File: src/rtl/i2c_target_regfile.sv
// I2C target with an internal byte-wide register file and a local host port.
// SCL/SDA are synchronised, glitch-filtered and edge-detected on the system clock.
// A pointer selects the register and auto-increments across multi-byte transfers.
module i2c_target_regfile #(
   parameter logic [6:0]  TARGET_ADDR = 7'h50,
   parameter int unsigned NUM_REGS    = 16,
   parameter int unsigned SYNC_STAGES = 2,
   parameter int unsigned HOLD_CYC    = 4,
   localparam int unsigned PW         = $clog2(NUM_REGS)
) (
   input  logic          clk,
   input  logic          rst_n,
   input  logic          scl_i,
   input  logic          sda_i,
   output logic          sda_oe,
   input  logic          host_we,
   input  logic [PW-1:0] host_addr,
   input  logic [7:0]    host_wdata,
   output logic [7:0]    host_rdata,
   output logic          wr_strobe,
   output logic [PW-1:0] wr_index,
   output logic [7:0]    wr_data,
   output logic          busy
);

   localparam int unsigned HoldW    = (HOLD_CYC > 1) ? $clog2(HOLD_CYC) : 1;
   localparam logic [8:0]  NumRegsW = 9'(NUM_REGS);

   typedef enum logic [3:0] {
      StIdle, StAddr, StAddrAck, StPtr, StPtrAck,
      StWrData, StWrAck, StRdData, StRdAck, StIgnore
   } state_e;

   logic [SYNC_STAGES-1:0] scl_sync_q, sda_sync_q;
   logic                   scl_s_prev_q, sda_s_prev_q;
   logic                   scl_f_q, sda_f_q, scl_f_prev_q, sda_f_prev_q;
   logic                   scl_rise, scl_fall, start_det, stop_det;

   state_e                 state_q;
   logic [2:0]             bit_cnt_q;
   logic [7:0]             rx_sr_q, tx_sr_q;
   logic [PW-1:0]          ptr_q;
   logic                   rw_q, busy_q, sda_oe_q;
   logic                   hold_act_q;
   logic [HoldW-1:0]       hold_cnt_q;
   logic                   wr_strobe_q;
   logic [PW-1:0]          wr_index_q;
   logic [7:0]             wr_data_q;
   logic [7:0]             host_rdata_q;
   logic [7:0]             regs_q [NUM_REGS];

   logic [7:0]             rx_byte;
   logic                   i2c_we, ptr_ok, drive_val;

   // Synchroniser plus 2-sample agreement filter; idle-high reset avoids fake edges
   always_ff @(posedge clk or negedge rst_n) begin
      if (!rst_n) begin
         scl_sync_q   <= '1;
         sda_sync_q   <= '1;
         scl_s_prev_q <= 1'b1;
         sda_s_prev_q <= 1'b1;
         scl_f_q      <= 1'b1;
         sda_f_q      <= 1'b1;
         scl_f_prev_q <= 1'b1;
         sda_f_prev_q <= 1'b1;
      end else begin
         scl_sync_q   <= {scl_sync_q[SYNC_STAGES-2:0], scl_i};
         sda_sync_q   <= {sda_sync_q[SYNC_STAGES-2:0], sda_i};
         scl_s_prev_q <= scl_sync_q[SYNC_STAGES-1];
         sda_s_prev_q <= sda_sync_q[SYNC_STAGES-1];
         if (scl_sync_q[SYNC_STAGES-1] == scl_s_prev_q) scl_f_q <= scl_s_prev_q;
         if (sda_sync_q[SYNC_STAGES-1] == sda_s_prev_q) sda_f_q <= sda_s_prev_q;
         scl_f_prev_q <= scl_f_q;
         sda_f_prev_q <= sda_f_q;
      end
   end

   assign scl_rise  = scl_f_q & ~scl_f_prev_q;
   assign scl_fall  = ~scl_f_q & scl_f_prev_q;
   assign start_det = scl_f_q & scl_f_prev_q & sda_f_prev_q & ~sda_f_q;
   assign stop_det  = scl_f_q & scl_f_prev_q & ~sda_f_prev_q & sda_f_q;

   // Received byte, commit strobe, pointer range check and the level to drive after hold
   always_comb begin
      rx_byte   = {rx_sr_q[6:0], sda_f_q};
      i2c_we    = 1'b0;
      ptr_ok    = ({1'b0, rx_byte} < NumRegsW);
      drive_val = 1'b0;
      if (scl_rise && !start_det && !stop_det && state_q == StWrData && bit_cnt_q == 3'd7) begin
         i2c_we = 1'b1;
      end
      case (state_q)
         StAddrAck, StPtrAck, StWrAck: drive_val = 1'b1;
         StRdData:                     drive_val = ~tx_sr_q[7];
         default:                      drive_val = 1'b0;
      endcase
   end

   // Protocol FSM with registered SDA drive, busy and commit outputs
   always_ff @(posedge clk or negedge rst_n) begin
      if (!rst_n) begin
         state_q     <= StIdle;
         bit_cnt_q   <= '0;
         rx_sr_q     <= '0;
         tx_sr_q     <= '0;
         ptr_q       <= '0;
         rw_q        <= 1'b0;
         busy_q      <= 1'b0;
         sda_oe_q    <= 1'b0;
         hold_act_q  <= 1'b0;
         hold_cnt_q  <= '0;
         wr_strobe_q <= 1'b0;
         wr_index_q  <= '0;
         wr_data_q   <= '0;
      end else begin
         wr_strobe_q <= i2c_we;
         if (i2c_we) begin
            wr_index_q <= ptr_q;
            wr_data_q  <= rx_byte;
         end
         if (start_det || stop_det) begin
            state_q    <= start_det ? StAddr : StIdle;
            bit_cnt_q  <= '0;
            busy_q     <= 1'b0;
            sda_oe_q   <= 1'b0;
            hold_act_q <= 1'b0;
         end else begin
            if (scl_rise) begin
               rx_sr_q <= rx_byte;
               case (state_q)
                  StAddr: begin
                     bit_cnt_q <= bit_cnt_q + 3'd1;
                     if (bit_cnt_q == 3'd7) begin
                        if (rx_byte[7:1] == TARGET_ADDR) begin
                           rw_q    <= rx_byte[0];
                           busy_q  <= 1'b1;
                           state_q <= StAddrAck;
                        end else begin
                           state_q <= StIgnore;
                        end
                     end
                  end
                  StAddrAck: state_q <= rw_q ? StRdData : StPtr;
                  StPtr: begin
                     bit_cnt_q <= bit_cnt_q + 3'd1;
                     if (bit_cnt_q == 3'd7) begin
                        if (ptr_ok) begin
                           ptr_q   <= rx_byte[PW-1:0];
                           state_q <= StPtrAck;
                        end else begin
                           state_q <= StIgnore;
                        end
                     end
                  end
                  StPtrAck, StWrAck: state_q <= StWrData;
                  StWrData: begin
                     bit_cnt_q <= bit_cnt_q + 3'd1;
                     if (bit_cnt_q == 3'd7) begin
                        ptr_q   <= ptr_q + 1'b1;
                        state_q <= StWrAck;
                     end
                  end
                  StRdData: begin
                     bit_cnt_q <= bit_cnt_q + 3'd1;
                     if (bit_cnt_q == 3'd7) begin
                        ptr_q   <= ptr_q + 1'b1;
                        state_q <= StRdAck;
                     end
                  end
                  // Master NACK ends the read; it may only restart with START
                  StRdAck:  state_q <= sda_f_q ? StIgnore : StRdData;
                  default:  state_q <= state_q;
               endcase
            end
            if (scl_fall) begin
               hold_act_q <= 1'b1;
               hold_cnt_q <= '0;
               if (state_q == StRdData) begin
                  tx_sr_q <= (bit_cnt_q == 3'd0) ? regs_q[ptr_q] : {tx_sr_q[6:0], 1'b0};
               end
            end else if (hold_act_q) begin
               if (hold_cnt_q == HoldW'(HOLD_CYC - 1)) begin
                  hold_act_q <= 1'b0;
                  sda_oe_q   <= drive_val;
               end else begin
                  hold_cnt_q <= hold_cnt_q + 1'b1;
               end
            end
         end
      end
   end

   // Register file; an I2C commit wins over a host write to the same index
   always_ff @(posedge clk or negedge rst_n) begin
      if (!rst_n) begin
         for (int i = 0; i < NUM_REGS; i++) regs_q[i] <= '0;
         host_rdata_q <= '0;
      end else begin
         if (host_we && !(i2c_we && host_addr == ptr_q)) regs_q[host_addr] <= host_wdata;
         if (i2c_we) regs_q[ptr_q] <= rx_byte;
         host_rdata_q <= regs_q[host_addr];
      end
   end

   assign sda_oe     = sda_oe_q;
   assign busy       = busy_q;
   assign wr_strobe  = wr_strobe_q;
   assign wr_index   = wr_index_q;
   assign wr_data    = wr_data_q;
   assign host_rdata = host_rdata_q;

endmodule

File: config.mk
export PLATFORM = sky130hd
export DESIGN_NAME = i2c_target_regfile
export DESIGN_NICKNAME = d
export VERILOG_FILES = /design/src/rtl/i2c_target_regfile.sv
export SDC_FILE = /design/constraint.sdc
export NUM_CORES = 1
export LEC_CHECK = 0
export ABC_AREA = 0
export CORE_MARGIN = 3
export CORE_UTILIZATION = 50
export CTS_BUF_LIST = sky130_fd_sc_hd__clkbuf_2
export DETAILED_ROUTE_END_ITERATION = 16
export GPL_ROUTABILITY_DRIVEN = 0
export PLACE_DENSITY = 0.67
export SLEW_MARGIN = 25
export SYNTH_ARGS = -nofsm -noshare
export SYNTH_HDL_FRONTEND = slang
export SYNTH_SLANG_ARGS = --single-unit
File: constraint.sdc
create_clock -name clk -period 3 [get_ports clk]
set_input_delay 0.3 -clock clk [delete_from_list [all_inputs] [get_ports clk]]
set_output_delay 0.3 -clock clk [all_outputs]
set_load 0.05 [all_outputs]
==> flow_metrics.py <==
metrics = {
    "status": {
        "run_status": "complete, no violations",
    },
    "floorplanning": {
        "placeableCoreArea_um2": 21400,
        "ios": 40,
        "die_h_um": 155,
        "die_area_um2": 24100,
        "initial_utilization_pct": 52.0,
        "die_w_um": 155,
        "row_cnt": 53,
    },
    "worst_setup_path": {
        "reg2reg_from": "state_q[0]$_DFFE_PN0P_",
        "critical-path-slowest-cell": "dfrtp_1",
        "path_max_fanout": 16,
        "critical_path_required_ns": 3.73,
        "critical_path.cell_chain": "nor2b_1 -> and2_0 -> nand3_1 -> a211oi_1 -> a21o_1",
        "worst_path_dominant_cell_family": "simple AND/OR/NAND/NOR gates",
        "worst_setup_path_end_kind": "register",
        "regToRegSetupSlack_ns": 0.36,
        "bufs_and_invs_on_worst_path": 0,
        "critical_path_class": "register to register",
        "critical_path_data_arrival_time_ns": 3.36,
        "crit_path_start_kind": "register",
        "worstReg2RegEnd": "tx_sr_q[0]$_DFFE_PN0P_",
        "rr_worst_depth": 5,
        "cpPeakStageDelay_ns": 0.70,
        "worstSetupPathDepth": 5,
    },
    "finish": {
        "filler_cells": 1857,
        "layout-area-overhead-vs-synth_pct": 9.52,
        "final_util_pct": 56.9,
        "mostFrequentLayoutCell": "nor2_1",
        "final_layout_size_suffix_gt1_share_pct": 15.4,
        "mostFrequentLayoutCells": "196 x nor2_1, 179 x dfrtp_1, 156 x nand2_1",
        "final_cells": 1507,
        "num-nets-final": 1243,
    },
    "yosys": {
        "synthesis.yosys.warnings": 0,
        "yosysTopAreaCell": "dfrtp_1",
        "synth_mux_area_share_pct": 16.0,
        "synth_top_family_by_area": "simple AND/OR/NAND/NOR gates",
        "syn-cell-area_um2": 11100,
        "synthXorXnorAreaFrac_pct": 0.551,
        "synth.yosys.seq_area_share_pct": 43.0,
        "synth_async_sr_flop_share_pct": 100,
        "synth_edf_count": 0,
        "postSynthNetCount": 1236,
        "syn-mean-instance-area_um2": 9.19,
        "compound_gate_fraction_of_synth_area_pct": 16.6,
        "yosys_register_bits": 191,
        "synth.distinct_cells": 52,
        "synth_top_area_share_pct": 40.7,
        "synthCells": 1211,
        "synth_simple_gate_area_share_pct": 18.5,
        "flip_flop_cell_with_the_highest_count_after_synthesis": "dfrtp_1",
        "synth-adder-area-share_pct": 1.08,
        "ys_top_cells_by_area": "dfrtp_1 41%, mux4_2 13%, a31oi_1 7.4%",
    },
    "detailed_routing": {
        "overall_routed_net_length_um": 37000,
        "detailedRoute.firstIterationViolations": 1352,
        "detailroute.via_count": 10100,
        "vias_per_cell": 6.69,
        "dr.pass1.iters": 8,
        "avgRoutedWirePerCell_um": 24.6,
        "drcViolationCount": 0,
        "antenna_violating_nets_post_route": 0,
    },
    "sta": {
        "slew_violations": 0,
        "timing.max_slew.rel_slack_pct": 45.2,
        "min_period_ns": 2.64,
        "timing.setup.tns_ns": 0,
        "timing.clock.skew_ns": 0.0458,
        "timing_worst_slew_pin_value_ns": 0.820,
        "grt_setup_unrepaired": "false",
        "max_freq_mhz": 379,
        "whs_ns": 0.290,
        "total_of_endpoints_with_negative_setup_slack_in_the_final_report": 0,
        "hold_violations": 0,
        "final.period_utilization_pct": 88.0,
    },
    "grt": {
        "pin_count_of_the_biggest_net_entering_global_routing": 73,
        "grt_overflow": 0,
        "antenna_violations_before_repair": 2,
        "grt_pass1_vias": 9281,
        "grt_pass1_wl_um": 57200,
        "global_route.usage.total_pct": 30.9,
    },
    "pwr": {
        "cellPowerDensity_nw_per_um2": 605,
        "leakage_uw": 0.00484,
        "irDropWorstVdd_mv": 0.312,
    },
    "cts": {
        "count_of_cells_resized_by_post_cts_repair": 0,
        "cts-buffers-inserted": 17,
        "clkTransAtPathRegs_ns": 0.28,
        "cts_root_buffer": "clkbuf_2",
        "cts_htree_levels": 4,
        "tritoncts": "built",
        "clock_sink_count": 191,
        "clock_insertion_delay_worst_skew_ns": 0.78,
        "clockBufferDepth": 2,
    },
    "place": {
        "placement.io_buffers": 39,
        "dpl.cell_count": 1469,
        "detailedPlacementHpwl_um": 25500,
    },
    "run": {
        "count_of_max_cap_constraint_violations": 0,
    },
    "hold_path": {
        "min_from": "host_addr[1]",
        "holdCritPathClass": "input pin to register",
        "worstHoldEndpoint": "regs_q[127]$_DFF_PN0_",
        "holdPathStages": 4,
    },
}
## worst max path at each step
stage                                start                      to  slack, ns
global placement    state_q[0]$_DFFE_PN0P_  tx_sr_q[0]$_DFFE_PN0P_       0.58
detailed placement  state_q[0]$_DFFE_PN0P_  tx_sr_q[0]$_DFFE_PN0P_       0.48
floorplan             ptr_q[0]$_DFFE_PN0P_   regs_q[111]$_DFF_PN0_       0.70
finish              state_q[0]$_DFFE_PN0P_  tx_sr_q[0]$_DFFE_PN0P_       0.36
global route        state_q[0]$_DFFE_PN0P_  tx_sr_q[0]$_DFFE_PN0P_       0.16
CTS                 state_q[0]$_DFFE_PN0P_  tx_sr_q[0]$_DFFE_PN0P_       0.40
## metrics by stage
step | area, µm² | setup slack [ns] | total power [µW]
2_1_floorplan | 11100 | 0.700 | 5050
6_report | 12200 | 0.361 | 7380
3_3_place_gp | 11900 | 0.575 | 5920
3_5_place_dp | 11900 | 0.476 | 6000
5_1_grt | 12200 | 0.165 | 7720
4_1_cts | 12200 | 0.399 | 7300
## worst min-delay path, cell delays in order
cell and delay [ns]:
buf_2 0.53, a211oi_4 0.09, nand2_1 0.06, a31oi_1 0.07
## power by group
group	total [µW]	switching [µW]	internal, µW
combinational	2430	1440	990
sequential	3620	503	3120
clock	1330	996	330
total	7380	2930	4440
## routing by layer
metal | up-vias | GRT usage (%) | wire length (µm) | share of wire, %
met5 | - | 0 | 13 | 0.035
met4 | 2 | 9.17 | 1200 | 3.2
met3 | 77 | 7.12 | 4520 | 12
met1 | 4923 | 45.5 | 14900 | 40
li1 | 4402 | - | - | -
met2 | 672 | 46.2 | 16400 | 44
## registers in the layout, indices dropped and copies added (netlist names), 2 cells and up
name and cells:
ptr_q 4, regs_q 128, tx_sr_q 8, sda_sync_q 2, bit_cnt_q 3, rx_sr_q 7, state_q 4, host_rdata 8
scl_sync_q 2, wr_data 8, hold_cnt_q 2, wr_index 4
## cell type report
cell class,count,area (µm²),area share (%)
timing repair buffer,95,892,7.32
sequential,191,4790,39.3
tap,275,344,2.82
clock buffer,17,85.1,0.698
clock inverter,15,156,1.28
antenna,1,2.50,0.0205
inverter,6,22.5,0.185
multi-input combinational,907,5890,48.3
## Yosys cell counts (all sizes together), types with 13 or more instances
| library cell | number |
|---|---|
| o21ai | 137 |
| nor3 | 15 |
| clkbuf | 79 |
| nor2 | 197 |
| buf | 28 |
| a21oi | 13 |
| mux2 | 17 |
| mux2i | 13 |
| nand3 | 69 |
| nand2 | 156 |
| dfrtp | 181 |
| a31oi | 132 |
| mux4 | 65 |
## cells by family after synthesis
family,Yosys count
AO/OA/AOI/OAI,315
XOR/XNOR,7
adder cells (fa/ha/maj),10
buffers and inverters,113
flip-flops,191
multiplexers,95
AND/OR/NAND/NOR,480
## what timing repair did
action                    in CTS  in global routing
setup buffers                  0                  0
hold buffers                   5                  0
hold endpoints to repair     139                  0
No activity file was read; power rests on OpenSTA's default activity.
